==> config.mk <==
export PLATFORM = sky130hd
export DESIGN_NAME = dcc_frame_writer
export DESIGN_NICKNAME = d
export VERILOG_FILES = /design/src/rtl/dcc_frame_writer.sv
export SDC_FILE = /design/constraint.sdc
export NUM_CORES = 2
export LEC_CHECK = 0
export BUFFER_PORTS_ARGS = -buffer_cell sky130_fd_sc_hd__buf_4
export CORE_AREA = 3 3 466 468
export DETAILED_ROUTE_END_ITERATION = 7
export DIE_AREA = 0 0 469 471
export HOLD_SLACK_MARGIN = 0.1
export PLACE_DENSITY = 0.62
export SETUP_SLACK_MARGIN = 0.5
export SLEW_MARGIN = 15
export SYNTH_ARGS = -nofsm -noshare
export SYNTH_HDL_FRONTEND = slang
export SYNTH_SLANG_ARGS = --single-unit
==> constraint.sdc <==
create_clock -name clk_clk -period 3.3 [get_ports clk_clk]
set_input_delay 0.33 -clock clk_clk [delete_from_list [all_inputs] [get_ports clk_clk]]
set_output_delay 0.33 -clock clk_clk [all_outputs]
set_load 0.01 [all_outputs]
==> src/rtl/dcc_frame_writer.sv <==
// Double-buffered frame packer feeding the HPS PIO read path.
// Fills a shadow bank, then hands it to the display bank once the HPS acknowledges.
`timescale 1ns/1ps
module dcc_frame_writer #(
    parameter int          NWORDS      = 32,
    parameter int          TIMEOUT_CYC = 50_000_000,
    parameter logic [31:0] PAD_WORD    = 32'hFFFF_FFFF
) (
    input  logic                   clk_clk,
    input  logic                   reset_reset,
    input  logic                   in_valid,
    input  logic [31:0]            in_data,
    output logic                   in_ready,
    input  logic [25:0]            pps_time_in,
    input  logic [31:0]            pps_count_in,
    input  logic                   hps_read_bit,
    output logic [NWORDS*32-1:0]   dcc_data,
    output logic [25:0]            dcc_time_out,
    output logic [31:0]            pps_count_out,
    output logic                   frame_pending,
    output logic [7:0]             frame_seq,
    output logic [15:0]            drop_count
);

    localparam int AW = $clog2(NWORDS);
    localparam int LW = AW + 1;
    localparam int IW = (TIMEOUT_CYC > 1) ? $clog2(TIMEOUT_CYC) : 1;
    localparam logic [LW-1:0] LAST     = LW'(NWORDS - 1);
    localparam logic [LW-1:0] FULL_LEN = LW'(NWORDS);
    localparam logic [IW-1:0] IDLE_MAX = IW'((TIMEOUT_CYC > 0) ? TIMEOUT_CYC - 1 : 0);

    typedef enum logic {FILL, FULL} state_e;

    state_e                   state_q, state_d;
    logic [LW-1:0]            wr_idx_q, wr_idx_d;
    logic [LW-1:0]            len_q, len_d;
    logic [IW-1:0]            idle_q, idle_d;
    logic [NWORDS-1:0][31:0]  shadow_q;
    logic [NWORDS-1:0][31:0]  disp_q, disp_d;
    logic [25:0]              time_q, time_d;
    logic [31:0]              cnt_q, cnt_d;
    logic                     pend_q, pend_d;
    logic [7:0]               seq_q, seq_d;
    logic [15:0]              drop_q, drop_d;
    logic                     ack_q;
    logic                     accept, toggle, xfer;

    assign in_ready      = (state_q == FILL);
    assign accept        = in_valid & in_ready;
    assign toggle        = hps_read_bit ^ ack_q;
    assign dcc_data      = disp_q;
    assign dcc_time_out  = time_q;
    assign pps_count_out = cnt_q;
    assign frame_pending = pend_q;
    assign frame_seq     = seq_q;
    assign drop_count    = drop_q;

    always_comb begin
        state_d  = state_q;
        wr_idx_d = wr_idx_q;
        len_d    = len_q;
        idle_d   = idle_q;
        disp_d   = disp_q;
        time_d   = time_q;
        cnt_d    = cnt_q;
        pend_d   = pend_q;
        seq_d    = seq_q;
        drop_d   = drop_q;
        xfer     = 1'b0;

        unique case (state_q)
            FILL: begin
                if (accept) begin
                    idle_d   = '0;
                    wr_idx_d = wr_idx_q + 1'b1;
                    if (wr_idx_q == LAST) begin
                        state_d = FULL;
                        len_d   = FULL_LEN;
                    end
                end else if (TIMEOUT_CYC != 0 && wr_idx_q != '0) begin
                    if (idle_q == IDLE_MAX) begin
                        state_d = FULL;
                        len_d   = wr_idx_q;
                        idle_d  = '0;
                    end else begin
                        idle_d = idle_q + 1'b1;
                    end
                end
            end
            FULL: begin
                // Pending is the registered value; an ack this cycle frees the next one.
                if (!pend_q) begin
                    xfer     = 1'b1;
                    state_d  = FILL;
                    wr_idx_d = '0;
                end
            end
        endcase

        if (xfer) begin
            for (int i = 0; i < NWORDS; i++) begin
                disp_d[i] = (LW'(i) < len_q) ? shadow_q[i] : PAD_WORD;
            end
            time_d = pps_time_in;
            cnt_d  = pps_count_in;
            seq_d  = seq_q + 8'd1;
            pend_d = 1'b1;
        end else if (toggle) begin
            pend_d = 1'b0;
        end

        if (in_valid && !in_ready && drop_q != 16'hFFFF) begin
            drop_d = drop_q + 16'd1;
        end
    end

    always_ff @(posedge clk_clk) begin
        if (accept) begin
            shadow_q[wr_idx_q[AW-1:0]] <= in_data;
        end
    end

    always_ff @(posedge clk_clk) begin
        if (reset_reset) begin
            state_q  <= FILL;
            wr_idx_q <= '0;
            len_q    <= '0;
            idle_q   <= '0;
            disp_q   <= '0;
            time_q   <= '0;
            cnt_q    <= '0;
            pend_q   <= 1'b0;
            seq_q    <= '0;
            drop_q   <= '0;
            ack_q    <= hps_read_bit;
        end else begin
            state_q  <= state_d;
            wr_idx_q <= wr_idx_d;
            len_q    <= len_d;
            idle_q   <= idle_d;
            disp_q   <= disp_d;
            time_q   <= time_d;
            cnt_q    <= cnt_d;
            pend_q   <= pend_d;
            seq_q    <= seq_d;
            drop_q   <= drop_d;
            ack_q    <= hps_read_bit;
        end
    end

endmodule

==> After elaboration in Yosys (flattened, before gate mapping) <==
Index checks and enable logic that the tools add are counted.
{ "word_totals": {"memories": 0, "in_bits": 94, "output_inout_bits": 1108, "mem_bits_ro": 0, "elab_cells": 186, "register_bits": 2171, "ram_bits": 0, "latch_bits": 0} }
{ "classes": {"n_bitwise": 3, "div": 0, "shift": 0, "eq_ne": 6, "mul": 0, "muxes": 55, "reduce_logical": 10, "add_sub_neg": 4, "order_cmp": 34} }
{ "ops": {"columns": ["operator", "count"], "rows": [
  ["32-bit 2-to-1 mux", 33],
  ["1024-bit bitwise mux", 1],
  ["32-bit demux with 5-bit select", 1],
  ["5-bit by 6-bit less-than comparator with 1-bit output, first input constant", 16],
  ["26-bit 2-to-1 mux", 3],
  ["4-bit by 6-bit less-than comparator with 1-bit output, first input constant", 8],
  ["6-bit 2-to-1 mux", 6],
  ["26-bit by 1-bit adder with 26-bit output, second input constant", 1],
  ["26-bit equality test, second input constant", 1],
  ["3-bit by 6-bit less-than comparator with 1-bit output, first input constant", 4],
  ["16-bit by 1-bit adder with 16-bit output, second input constant", 1],
  ["16-bit != test, second input constant", 1],
  ["1-bit by 6-bit less-than comparator with 1-bit output, first input constant", 2],
  ["2-bit by 6-bit less-than comparator with 1-bit output, first input constant", 2],
  ["6-bit case mux with 2 select lines", 1],
  ["1-bit 2-to-1 mux", 9],
  ["8-bit by 1-bit adder with 8-bit output, second input constant", 1],
  ["6-bit by 1-bit adder with 6-bit output, second input constant", 1],
  ["6-bit by 5-bit equality test with 1-bit output, second input constant", 1],
  ["5-bit by 6-bit less-than comparator with 1-bit output, second input constant", 1],
  ["2-bit nonzero test", 3],
  ["6-bit nonzero test", 1],
  ["5-bit by 1-bit greater-or-equal comparator with 1-bit output, second input constant", 1],
  ["2-bit by 1-bit != test with 1-bit output, second input constant", 2],
  ["8 further kinds", 11]
]} }

==> Logic depth before layout (Yosys ltp) <==
{ "logic_depth": {"depth_word": 5, "mapped_depth": 8, "mapped_depth_nobuf": 7} }

==> Worst setup path after synthesis <==
OpenSTA, ideal clock, no wires.
{ "synth_path": {"path_kind": "register to register", "from": "reg, netlist name wr_idx_q[3]", "to": "reg shadow_q[288] (netlist name), enable pin", "period_less_slack_ns": 2.893, "setup_slack_ns": 0.407, "path_stages_with_launch": 4, "arrival_time_ns": 2.472, "n_path_buf": 1, "required_ns": 2.879, "setup_time_ns": 0.421, "cell_sequence": "dfxtp_1 clkbuf_1 or3b_2 nor2_1"} }
{ "synth_lines": {"columns": ["item", "line", "source"], "rows": [
  ["end signal: indexed assignment", "119", "shadow_q[wr_idx_q[AW-1:0]] <= in_data;"],
  ["end: declaration", "38", "logic [NWORDS-1:0][31:0] shadow_q;"]
]} }

==> Worst setup path in the final report <==
{ "layout_path": {"from": "reg state_q", "to": "reg disp_q (netlist bit dcc_data[862])"} }
{ "layout_via": {"elab_chain_len": 1} }
{ "layout_lines": {"columns": ["item", "line", "source"], "rows": [
  ["start: declaration", "34", "state_e state_q, state_d;"],
  ["start signal: assignment", "137", "state_q <= state_d;"],
  ["1-bit 2-to-1 mux", "71", "unique case (state_q)"],
  ["end signal: assignment", "141", "disp_q <= disp_d;"],
  ["end: declaration", "39", "logic [NWORDS-1:0][31:0] disp_q, disp_d;"]
]} }
No other way between the ends.
A chain may end at the register's enable or synchronous reset.

==> impl_metrics.py <==
metrics = {
    "run_status": {
        "status": "finished, final reports clean",
    },
    "timing": {
        "period_share": 0.819,
        "period_minus_slack_ps": 2700,
        "fin_setup_tns_ps": 0,
        "setup_viol_count_final": 0,
        "maxSlewViolCount": 0,
        "fmax_mhz": 370,
        "hold_slack_ps": 192,
        "hold_viol": 0,
        "rsz0062_at_grt": "false",
        "max_slew.worst_pin.slew_ps": 1100,
        "maxSlewHeadroom": 0.266,
        "skew_ps": 59.7,
    },
    "routing": {
        "drtIter0Drc": 6158,
        "postRouteAntennaNets": 0,
        "drc_errors": 0,
        "drt_pass1_iterations": 7,
        "vias": 52400,
        "vias_per_cell": 5.02,
        "post_drt_wl_per_cell_um": 24.8,
        "postRouteWirelength_mm": 259,
    },
    "synth": {
        "yosys_warnings": 0,
        "ys_seq_area_frac": 0.753,
        "synth_top_area_cell": "edfxtp_1",
        "synth_top_flop_cell": "dfxtp_1",
        "synth_cell_type_count": 65,
        "synthesis.nets": 6251,
        "synth_top_area_share": 0.431,
        "async_flop_share": 0,
        "syn_area_um2": 71300,
        "ys_seq_elements": 2171,
        "netlist_instances": 6150,
        "synth-edff-count": 1024,
        "syn_area_per_cell_um2": 11.6,
        "synth_area_leaders": "edfxtp_1, dfxtp_1, nor2_1",
    },
    "power_and_ir_drop": {
        "vdd_drop_max_v": 0.000549,
        "powerDensity_nw_per_um2": 588,
        "p_leak_nw": 34.8,
    },
    "clock_tree": {
        "clock_latency_ps": 860,
        "clock_sinks": 2171,
        "tritoncts": "built",
        "cts_buffer_depth": 3,
        "cts_buffers": 215,
        "h-tree-depth": 4,
        "cts_root_buffer": "clkbuf_16",
        "clkTransAtPathRegs_ps": 60,
    },
    "die": {
        "ios": 1202,
        "core_area_um2": 214000,
        "fp.dieW_um": 469,
        "row_count": 170,
        "die_area_um2": 221000,
        "initial_utilization": 0.333,
        "chipHeight_um": 471,
    },
    "worst_setup_path": {
        "crit_fanout": 71,
        "setup.worst_path.start_class": "flop",
        "arrival_ps": 3430,
        "critPathKind": "flop to flop",
        "crit_required_ps": 4030,
        "worstSetupEndpointType": "flop",
    },
    "run": {
        "cap_violations": 0,
    },
    "cells_and_area": {
        "drive_above_1_share": 0.233,
        "layoutNonFillerInstCount": 10400,
        "syn_to_final_growth_pct": 29.3,
        "fin_util": 0.431,
        "fin_area_um2": 92200,
        "fillerInstances": 19800,
        "num-nets-final": 7497,
    },
    "global_routing": {
        "grt_use_total": 0.224,
        "grt_pass1_vias": 49400,
        "grt_pass1_wl_mm": 357,
        "grt_overflow": 0,
        "grt_antenna_before_repair": 39,
        "grt_max_degree": 125,
    },
    "placement": {
        "hpwl_mm": 155,
        "postPlaceCellArea_um2": 84000,
        "place_congestion": 0.806,
        "place_inst": 9927,
        "port_buffers": 1201,
    },
    "worst_hold_path": {
        "hold_class": "input port to flop",
    },
}
stage by stage:
step	setup slack (ps)	total power, mW
3_3_place_gp	679	29.9
2_1_floorplan	407	29.1
5_1_grt	536	55.7
4_1_cts	595	54.6
3_5_place_dp	623	29.9
6_report	599	54.2
power by group:
part / switching [mW] / internal (mW)
Sequential: 0.0198 / 28.2
Clock: 10.7 / 14.1
Combinational: 0.965 / 0.199
Total: 11.6 / 42.5
critical path, cell delays in order, from the launching register on:
cell	delay, ps
dfxtp_1	300
buf_4	190
nor2b_4	490
buf_12	300
buf_12	290
buf_4	480
nor2_1	90
nor3_1	180
cells by family (layout without fill, tap and decap cells):
kind of cell | after synthesis | count (layout) | share of synthesized area
flops | 2171 | 2171 | 0.753
simple gates | 3235 | 3235 | 0.194
xor+xnor | 30 | 30 | 0.00368
mux | 4 | 4 | 0.000562
compound gates | 284 | 285 | 0.0240
other cells | 0 | 18 | 0
buf+inv | 419 | 1854 | 0.0234
fa+ha+maj | 7 | 7 | 0.00123
cells in the final DEF (no fill, tap or decap), drive strengths merged, types with 4 or more instances in the layout:
cell,instances
nor2,1977
diode,18
a211oi,34
nor3,964
xor2,25
edfxtp,1024
nand2b,4
nor4,7
mux2i,4
o211ai,5
clkinv,68
inv,50
or2,7
ha,7
nand2,195
dlygate4sd3,85
xnor2,5
a22o,5
nand4,18
and2,6
clkinvlp,9
o21ai,64
clkbuf,308
buf,1321
a31oi,5
dfxtp,1147
or3,10
a21oi,113
bufinv,13
and4,4
and3,9
nand3,22
o31ai,5
o22ai,33
sequential cells by signal, indices dropped and copies added (netlist names):
name,flops
wr_idx_q,6
pps_count_out,32
shadow_q,1024
dcc_data,1024
frame_pending,1
frame_seq,8
drop_count,16
state_q,1
idle_q,26
ack_q,1
dcc_time_out,26
len_q,6
worst paths after layout:
check           startpoint       endpoint  slack, ps  depth (start not counted)
max                state_q  dcc_data[862]        600                          7
min            in_data[12]  shadow_q[780]        190                          1
max reg2reg        state_q  dcc_data[862]        600                          7
min reg2reg  dcc_data[992]  dcc_data[992]        450                          2
metal layers:
metal / track usage / up-vias / wire, µm
met5: 0 / - / 41
met4: 0.0894 / 6 / 9900
li1: - / 23500 / -
met2: 0.351 / 2896 / 119000
met3: 0.0626 / 434 / 28700
met1: 0.291 / 25600 / 101000
Yosys cell counts, types with 3 or more instances:
cell and instances:
nand2_1 195, buf_1 21, ha_1 7, nor3_2 30
and2_1 6, edfxtp_1 1024, o211ai_1 5, nor2b_1 3
o22ai_1 33, nand4_1 18, and3_1 9, or3_1 10
o21a_1 3, buf_6 4, xnor2_1 5, nand3_1 21
xor2_1 25, nor3_1 934, dfxtp_1 1147, mux2i_1 4
nor4_1 4, nor2_2 13, a21oi_1 111, nand2b_1 4
a22o_1 5, or2_2 6, a211oi_1 34, nor2_1 1964
clkbuf_1 304, o21ai_0 47, buf_2 45, o21ai_1 15
and4_1 4, inv_1 41, a31oi_1 5, o31ai_1 4
cell type report:
cell class / count / area (µm²) / area share
diodes: 18 / 45.0 / 0.000489
clock buffers: 308 / 6170 / 0.0669
clock inverters: 99 / 1050 / 0.0114
inverters: 41 / 154 / 0.00167
multi-input cells: 3561 / 16400 / 0.178
flip-flops and latches: 2171 / 53700 / 0.583
well taps: 2838 / 3550 / 0.0385
repair buffers: 1406 / 11100 / 0.120
timing repair:
action                                 4_1_cts  5_1_grt
hold buffers                                85        0
gates resized for setup                      0        3
setup endpoints to repair                    0       58
buffers inserted                             0        3
endpoints found under the hold margin      244        0
Power figures use the tool's default switching activity.
